==> config.mk <==
export PLATFORM = sky130hd
export DESIGN_NAME = morse_key_collector
export DESIGN_NICKNAME = d
export VERILOG_FILES = /design/src/rtl/morse_pkg.sv /design/src/rtl/pulse_sync.sv /design/src/rtl/morse_key_collector.sv
export SDC_FILE = /design/constraint.sdc
export NUM_CORES = 1
export LEC_CHECK = 0
export ABC_CLOCK_PERIOD_IN_PS = 2500
export CORE_MARGIN = 2
export CORE_UTILIZATION = 30
export CTS_BUF_LIST = sky130_fd_sc_hd__clkbuf_4 sky130_fd_sc_hd__clkbuf_8 sky130_fd_sc_hd__clkbuf_16
export CTS_CLUSTER_SIZE = 14
export DETAILED_ROUTE_END_ITERATION = 6
export GPL_ROUTABILITY_DRIVEN = 0
export PLACE_DENSITY_LB_ADDON = 0.15
export SYNTH_ARGS = -nofsm -noshare
export SYNTH_HDL_FRONTEND = slang
export SYNTH_SLANG_ARGS = --single-unit
==> constraint.sdc <==
create_clock -name clk -period 2.5 [get_ports clk]
set_clock_uncertainty 0.15 [all_clocks]
set_input_delay 0.5 -clock clk [delete_from_list [all_inputs] [get_ports clk]]
set_output_delay 0.5 -clock clk [all_outputs]
set_load 0.005 [all_outputs]
==> src/rtl/morse_pkg.sv <==
// Shared definitions for the Morse keypad front end: key codes, FSM states
// and the key-code-to-edit-event decoder.
package morse_pkg;

    localparam logic [3:0] KEY_DOT    = 4'h0;
    localparam logic [3:0] KEY_DASH   = 4'h1;
    localparam logic [3:0] KEY_BKSP   = 4'hD;
    localparam logic [3:0] KEY_COMMIT = 4'hE;
    localparam logic [3:0] KEY_CLEAR  = 4'hF;

    localparam int unsigned MORSE_MAX_LEN = 6;

    typedef enum logic {
        ST_COLLECT = 1'b0,
        ST_HOLD    = 1'b1
    } state_e;

    typedef enum logic [2:0] {
        EV_NONE   = 3'd0,
        EV_DOT    = 3'd1,
        EV_DASH   = 3'd2,
        EV_BKSP   = 3'd3,
        EV_COMMIT = 3'd4,
        EV_CLEAR  = 3'd5
    } edit_e;

    // Unmapped codes decode to EV_NONE so they are dropped without an error.
    function automatic edit_e decode_key(input logic [3:0] code);
        edit_e ev;
        case (code)
            KEY_DOT:    ev = EV_DOT;
            KEY_DASH:   ev = EV_DASH;
            KEY_BKSP:   ev = EV_BKSP;
            KEY_COMMIT: ev = EV_COMMIT;
            KEY_CLEAR:  ev = EV_CLEAR;
            default:    ev = EV_NONE;
        endcase
        return ev;
    endfunction

endpackage

==> src/rtl/pulse_sync.sv <==
// Two-flop synchronizer followed by a rising-edge detector; emits a one-cycle
// pulse per low-to-high transition of an asynchronous level.
module pulse_sync (
    input  logic clk_i,
    input  logic rst_ni,
    input  logic flag_i,
    output logic pulse_o
);

    logic meta_q;
    logic sync_q;
    logic prev_q;

    always_ff @(posedge clk_i) begin
        if (!rst_ni) begin
            meta_q <= 1'b0;
            sync_q <= 1'b0;
            prev_q <= 1'b0;
        end else begin
            meta_q <= flag_i;
            sync_q <= meta_q;
            prev_q <= sync_q;
        end
    end

    assign pulse_o = sync_q & ~prev_q;

endmodule

==> src/rtl/morse_key_collector.sv <==
// Turns debounced keypad presses into Morse edit events, builds a symbol buffer
// and hands committed code words downstream over a valid/ready handshake.
module morse_key_collector
    import morse_pkg::*;
#(
    parameter int unsigned MAX_LEN     = MORSE_MAX_LEN,
    parameter int unsigned TIMEOUT_CYC = 100_000_000
) (
    input  logic               clk,
    input  logic               rst,
    input  logic [3:0]         keyboard_val,
    input  logic               key_pressed_flag,
    output logic [MAX_LEN-1:0] buf_code,
    output logic [2:0]         buf_len,
    output logic               out_valid,
    input  logic               out_ready,
    output logic [MAX_LEN-1:0] out_code,
    output logic [2:0]         out_len,
    output logic               err
);

    localparam int unsigned CW      = (TIMEOUT_CYC > 0) ? $clog2(TIMEOUT_CYC + 1) : 1;
    localparam logic [CW-1:0] TMAX  = CW'(TIMEOUT_CYC - 1);
    localparam logic [2:0]    LEN_MAX = 3'(MAX_LEN);

    state_e             state_q, state_d;
    logic [MAX_LEN-1:0] buf_code_q, buf_code_d;
    logic [2:0]         buf_len_q, buf_len_d;
    logic [MAX_LEN-1:0] out_code_q, out_code_d;
    logic [2:0]         out_len_q, out_len_d;
    logic [CW-1:0]      timer_q, timer_d;
    logic               err_q, err_d;

    logic               key_evt;
    edit_e              ev;
    logic               do_commit;

    pulse_sync u_flag_sync (
        .clk_i   (clk),
        .rst_ni  (rst),
        .flag_i  (key_pressed_flag),
        .pulse_o (key_evt)
    );

    always_ff @(posedge clk) begin
        if (!rst) begin
            state_q    <= ST_COLLECT;
            buf_code_q <= '0;
            buf_len_q  <= '0;
            out_code_q <= '0;
            out_len_q  <= '0;
            timer_q    <= '0;
            err_q      <= 1'b0;
        end else begin
            state_q    <= state_d;
            buf_code_q <= buf_code_d;
            buf_len_q  <= buf_len_d;
            out_code_q <= out_code_d;
            out_len_q  <= out_len_d;
            timer_q    <= timer_d;
            err_q      <= err_d;
        end
    end

    always_comb begin
        state_d    = state_q;
        buf_code_d = buf_code_q;
        buf_len_d  = buf_len_q;
        out_code_d = out_code_q;
        out_len_d  = out_len_q;
        timer_d    = timer_q;
        err_d      = 1'b0;
        do_commit  = 1'b0;
        ev         = key_evt ? decode_key(keyboard_val) : EV_NONE;

        case (state_q)
            ST_COLLECT: begin
                timer_d = (buf_len_q == '0) ? '0 : timer_q + CW'(1);
                if (ev != EV_NONE) begin
                    timer_d = '0;
                end
                // A real key event outranks the idle timeout in the same cycle.
                case (ev)
                    EV_DOT, EV_DASH: begin
                        if (buf_len_q == LEN_MAX) begin
                            err_d = 1'b1;
                        end else begin
                            buf_code_d = buf_code_q | (MAX_LEN'(ev == EV_DASH) << buf_len_q);
                            buf_len_d  = buf_len_q + 3'd1;
                        end
                    end
                    EV_BKSP: begin
                        if (buf_len_q != '0) begin
                            buf_code_d = buf_code_q & ~(MAX_LEN'(1) << (buf_len_q - 3'd1));
                            buf_len_d  = buf_len_q - 3'd1;
                        end
                    end
                    EV_CLEAR: begin
                        buf_code_d = '0;
                        buf_len_d  = '0;
                    end
                    EV_COMMIT: begin
                        if (buf_len_q != '0) begin
                            do_commit = 1'b1;
                        end else begin
                            err_d = 1'b1;
                        end
                    end
                    default: begin
                        if ((TIMEOUT_CYC != 0) && (buf_len_q != '0) && (timer_q == TMAX)) begin
                            do_commit = 1'b1;
                        end
                    end
                endcase

                if (do_commit) begin
                    out_code_d = buf_code_q;
                    out_len_d  = buf_len_q;
                    buf_code_d = '0;
                    buf_len_d  = '0;
                    timer_d    = '0;
                    state_d    = ST_HOLD;
                end
            end
            ST_HOLD: begin
                timer_d = '0;
                if (ev != EV_NONE) begin
                    err_d = 1'b1;
                end
                if (out_ready) begin
                    state_d = ST_COLLECT;
                end
            end
            default: begin
                state_d = ST_COLLECT;
            end
        endcase
    end

    assign buf_code  = buf_code_q;
    assign buf_len   = buf_len_q;
    assign out_valid = (state_q == ST_HOLD);
    assign out_code  = out_code_q;
    assign out_len   = out_len_q;
    assign err       = err_q;

endmodule

==> results of run 1 <==
==> final timing paths <==
check	end	from	depth (start not counted)
setup / recovery	timer_q[26]	timer_q[0]	7
hold / removal	u_flag_sync.sync_q	u_flag_sync.meta_q	1
setup reg to reg	timer_q[26]	timer_q[0]	7
hold reg to reg	u_flag_sync.sync_q	u_flag_sync.meta_q	1
==> metal layers <==
metal	vias to the layer above	part of all wire, %	track usage [%]
met5	-	0	0
met4	0	2.0	4.469
met2	33	43	20.42
met1	900	51	17.54
li1	1066	-	-
met3	10	3.7	2.729
==> registers in the layout, summed over array words and instances, names as in the netlist <==
register            count
u_flag_sync.prev_q      1
u_flag_sync.sync_q      1
out_len                 3
u_flag_sync.meta_q      1
err                     1
out_code                6
timer_q                27
buf_code                6
buf_len                 3
out_valid               1
==> through the flow <==
stage | setup slack, ns | std cells
after floorplan | 0.4293 | 280
after global placement | 0.04212 | 415
after detailed placement | 0.01269 | 415
after CTS | 0.2656 | 421
after global routing | 0.08780 | 421
final | 0.2947 | 421
==> power groups by stage <==
stage / combinational [mW] / sequential, mW / clock, mW
floorplan: 0.0297 / 0.819 / 0
global placement: 0.0614 / 0.819 / 0
detailed placement: 0.0612 / 0.819 / 0
CTS: 0.0615 / 0.800 / 0.482
global route: 0.0677 / 0.800 / 0.512
finish: 0.0608 / 0.800 / 0.457
==> Yosys cell counts (2+ instances only) <==
library cell,count
sky130_fd_sc_hd__dfxtp_1,50
sky130_fd_sc_hd__nor2_1,46
sky130_fd_sc_hd__nand3_1,24
sky130_fd_sc_hd__a21oi_1,15
sky130_fd_sc_hd__xnor2_1,14
sky130_fd_sc_hd__o21ai_0,13
sky130_fd_sc_hd__xor2_1,12
sky130_fd_sc_hd__nand2_1,11
sky130_fd_sc_hd__inv_1,10
sky130_fd_sc_hd__nor3_1,10
sky130_fd_sc_hd__ha_1,7
sky130_fd_sc_hd__and2_1,5
sky130_fd_sc_hd__and3_1,5
sky130_fd_sc_hd__and4_1,5
sky130_fd_sc_hd__nand4_1,5
sky130_fd_sc_hd__buf_6,4
sky130_fd_sc_hd__o211ai_1,4
sky130_fd_sc_hd__o221a_2,4
sky130_fd_sc_hd__buf_2,3
sky130_fd_sc_hd__clkbuf_1,3
sky130_fd_sc_hd__nor2b_1,2
sky130_fd_sc_hd__nor3_2,2
sky130_fd_sc_hd__nor4_1,2
sky130_fd_sc_hd__or3_1,2
==> worst max-delay path, cell delays in order, from the launching register on <==
cell and delay (ns):
sky130_fd_sc_hd__dfxtp_1 0.33, sky130_fd_sc_hd__ha_1 0.26, sky130_fd_sc_hd__and4_1 0.20, sky130_fd_sc_hd__and4_1 0.20, sky130_fd_sc_hd__a31oi_2 0.49, sky130_fd_sc_hd__nand3_2 0.19, sky130_fd_sc_hd__buf_12 0.19, sky130_fd_sc_hd__nor2_1 0.11
==> logic make-up after synthesis <==
| family | after synthesis | share of synthesized area [%] |
|---|---|---|
| compound gates | 49 | 13.74 |
| flops | 50 | 41.17 |
| xor+xnor | 26 | 9.367 |
| buf+inv | 20 | 4.477 |
| mux | 1 | 0.4118 |
| fa+ha+maj | 7 | 3.603 |
| simple gates | 127 | 27.23 |
==> cell type report <==
cell class / count / area share, %
multi-input cells: 210 / 44.44
clock buffers: 6 / 2.778
repair buffers: 43 / 13.55
well taps: 102 / 4.293
flip-flops and latches: 50 / 33.67
inverters: 10 / 1.263
==> flow_summary.html, run 1 <==
<table>
<tr><th>Metric</th><th>Value</th></tr>
<tr><th colspan="2">Worst setup path</th></tr>
<tr><td>Critical path required time</td><td>around 2.6 ns</td></tr>
<tr><td>Reg2reg setup slack</td><td>0.29 ns</td></tr>
<tr><td>Type of destination of the critical path</td><td>flip-flop</td></tr>
<tr><td>Launching element type of the critical path</td><td>flip-flop</td></tr>
<tr><td>Largest fanout of any net on the critical path</td><td>17</td></tr>
<tr><td>Worst Setup Path Type</td><td>reg -&gt; reg</td></tr>
<tr><td>Data arrival time at the worst-slack endpoint</td><td>between 2 and 2.5 ns</td></tr>
<tr><th colspan="2">Pwr</th></tr>
<tr><td>Relative contribution of combinational cells to total power</td><td>4.6%</td></tr>
<tr><td>Internal cell power</td><td>~1.0 mW</td></tr>
<tr><td>Power density cells</td><td>443.2 nW/um^2</td></tr>
<tr><td>Overall power</td><td>around 1.3 mW</td></tr>
<tr><td>Portion of total power attributed to the clock network</td><td>about a third</td></tr>
<tr><td>Net Switching</td><td>approximately 0.28 mW</td></tr>
<tr><td>Standby leakage power</td><td>roughly 1 nW</td></tr>
<tr><td>Worst voltage drop across the vdd grid</td><td>0.2392 mV</td></tr>
<tr><td>Relative contribution of sequential cells to total power</td><td>60.7%</td></tr>
<tr><td>Switching share of total power</td><td>between 20% and 30%</td></tr>
<tr><th colspan="2">Global route</th></tr>
<tr><td>Largest net degree at the start of global routing</td><td>18</td></tr>
<tr><td>Gr ovfl total</td><td>0</td></tr>
<tr><td>Global-route wire length before repair</td><td>around 9100 um</td></tr>
<tr><td>Number of global-route vias before repair</td><td>1924</td></tr>
<tr><td>GRT Resource Usage Total</td><td>about an eighth</td></tr>
<tr><td>Number of antenna violations at the first check in global routing</td><td>0</td></tr>
<tr><th colspan="2">Routing</th></tr>
<tr><td>Number of antenna-violating nets in the routed design</td><td>0</td></tr>
<tr><td>Routed vias</td><td>between 2000 and 2500</td></tr>
<tr><td>Detailed Route Iter0 Violations</td><td>60</td></tr>
<tr><td>Number of iterations in the first detailed-routing pass</td><td>4</td></tr>
<tr><td>DR vias/cell</td><td>roughly 4.8</td></tr>
<tr><td>Final routed wire length divided by cell count</td><td>12.71 um</td></tr>
<tr><td>Detailed-route wire length</td><td>~5400 um</td></tr>
<tr><td>Final routed DRC violation total</td><td>0</td></tr>
<tr><th colspan="2">Logic synthesis</th></tr>
<tr><td>Number of warnings issued by yosys</td><td>0</td></tr>
<tr><td>Register bit count reported by yosys</td><td>50</td></tr>
<tr><td>Syn_nets</td><td>295</td></tr>
<tr><td>Number of enable-type register cells in the synthesized netlist</td><td>0</td></tr>
<tr><td>Primary FF master, synth</td><td>sky130_fd_sc_hd__dfxtp_1</td></tr>
<tr><td>Fraction of post-synthesis cell area in the top cell type by area</td><td>about two fifths</td></tr>
<tr><td>Post-Synthesis Cells</td><td>between 200 and 300</td></tr>
<tr><td>Async SR Flop Fraction</td><td>0%</td></tr>
<tr><td>Distinct cell type count of the synthesized netlist</td><td>46</td></tr>
<tr><td>Synth area leaders</td><td>sky130_fd_sc_hd__dfxtp_1, sky130_fd_sc_hd__nor2_1, sky130_fd_sc_hd__xnor2_1</td></tr>
<tr><td>Part of the Yosys area used for sequential elements</td><td>between 40 and 50%</td></tr>
<tr><td>Cell type with the highest aggregate area in the netlist</td><td>sky130_fd_sc_hd__dfxtp_1</td></tr>
<tr><td>Mean instance size in the synthesized netlist</td><td>just under 9 sq um</td></tr>
<tr><td>Synthesized cell area</td><td>about 2400 sq um</td></tr>
<tr><th colspan="2">STA</th></tr>
<tr><td>Final clock period utilization by the worst path</td><td>around nine tenths</td></tr>
<tr><td>Max frequency</td><td>453.4 MHz</td></tr>
<tr><td>Final count of negative-setup-slack endpoints</td><td>0</td></tr>
<tr><td>Final hold slack</td><td>0.2883 ns</td></tr>
<tr><td>Count of pins over their slew limit</td><td>0</td></tr>
<tr><td>RSZ-0062 raised after global routing</td><td>false</td></tr>
<tr><td>Slew at the pin closest to its max-slew limit</td><td>about 0.65 ns</td></tr>
<tr><td>TNS Setup</td><td>0 ns</td></tr>
<tr><td>Final critical delay including setup and external delays</td><td>2.205 ns</td></tr>
<tr><td>Headroom to the max-slew limit</td><td>between 50% and 60%</td></tr>
<tr><td>Final Hold Fails</td><td>0</td></tr>
<tr><th colspan="2">Layout</th></tr>
<tr><td>Ratio of cells with drive above 1 in the final layout</td><td>between 10 and 15%</td></tr>
<tr><td>Synthesis-to-layout area growth</td><td>22.29%</td></tr>
<tr><td>Core occupancy in the finished layout</td><td>approximately two fifths</td></tr>
<tr><td>Leading cell type in the layout, fill and taps excluded</td><td>sky130_fd_sc_hd__dfxtp_1</td></tr>
<tr><td>Final layout net count</td><td>335</td></tr>
<tr><td>Most frequent cells in the layout</td><td>sky130_fd_sc_hd__dfxtp_1, sky130_fd_sc_hd__nor2_1, sky130_fd_sc_hd__clkdlybuf4s50_1, sky130_fd_sc_hd__nand3_1</td></tr>
<tr><td>Fillers</td><td>roughly 840</td></tr>
<tr><td>Final instance area</td><td>2973 sq um</td></tr>
<tr><td>Sequential standard cell area</td><td>~1000 sq um</td></tr>
<tr><td>Area taken by multi-input logic gates</td><td>between 1000 and 1500 sq um</td></tr>
<tr><td>Antenna diodes</td><td>0</td></tr>
<tr><th colspan="2">Clock tree</th></tr>
<tr><td>Clock buffer count from CTS</td><td>5</td></tr>
<tr><td>Number of buffers inserted to repair setup after CTS</td><td>0</td></tr>
<tr><td>Clock-pin transition on the worst setup and hold timing paths</td><td>0.08 ns</td></tr>
<tr><td>Count of clock tree sinks</td><td>50</td></tr>
<tr><td>TritonCTS clock tree</td><td>done</td></tr>
<tr><td>CTS Root Cell</td><td>sky130_fd_sc_hd__clkbuf_8</td></tr>
<tr><td>Number of H-tree levels</td><td>2</td></tr>
<tr><td>Max Root-Sink Buffers</td><td>2</td></tr>
<tr><td>Hold Buf Count CTS</td><td>0</td></tr>
<tr><td>Post_cts resized</td><td>0</td></tr>
<tr><td>Worst-skew pair later-pin latency</td><td>~0.3 ns</td></tr>
<tr><th colspan="2">Floorplanning</th></tr>
<tr><td>Y dimension of the die</td><td>approximately 94 um</td></tr>
<tr><td>Site Rows</td><td>32</td></tr>
<tr><td>Chip width</td><td>94.02 um</td></tr>
<tr><td>Core Footprint</td><td>7807 sq um</td></tr>
<tr><td>Die area</td><td>between 8000 and 9000 sq um</td></tr>
<tr><td># IOs</td><td>28</td></tr>
<tr><td>Starting density of the core</td><td>a little under a third</td></tr>
<tr><th colspan="2">Placed design</th></tr>
<tr><td>Area of placed instances</td><td>~2900 sq um</td></tr>
<tr><td>Placed wire-length estimate</td><td>around 4000 um</td></tr>
<tr><td>Number of port buffers</td><td>27</td></tr>
<tr><th colspan="2">Run status</th></tr>
<tr><td>Outcome</td><td>finished, final reports clean</td></tr>
<tr><th colspan="2">Run</th></tr>
<tr><td>Max-Cap Viols</td><td>0</td></tr>
<tr><th colspan="2">Worst hold path</th></tr>
<tr><td>Type of the worst min-delay path</td><td>reg -&gt; reg</td></tr>
</table>
Power figures use the tool's default switching activity.
==> inputs of run 2 (changes only) <==
--- a/config.mk
+++ b/config.mk
@@ -13,6 +13,7 @@
 export DETAILED_ROUTE_END_ITERATION = 6
 export GPL_ROUTABILITY_DRIVEN = 0
 export PLACE_DENSITY_LB_ADDON = 0.15
+export SKIP_CTS_REPAIR_TIMING = 1
 export SYNTH_ARGS = -nofsm -noshare
 export SYNTH_HDL_FRONTEND = slang
 export SYNTH_SLANG_ARGS = --single-unit
==> results of run 2 <==
The final DEF is identical to that of run 1; final timing and power are the same.
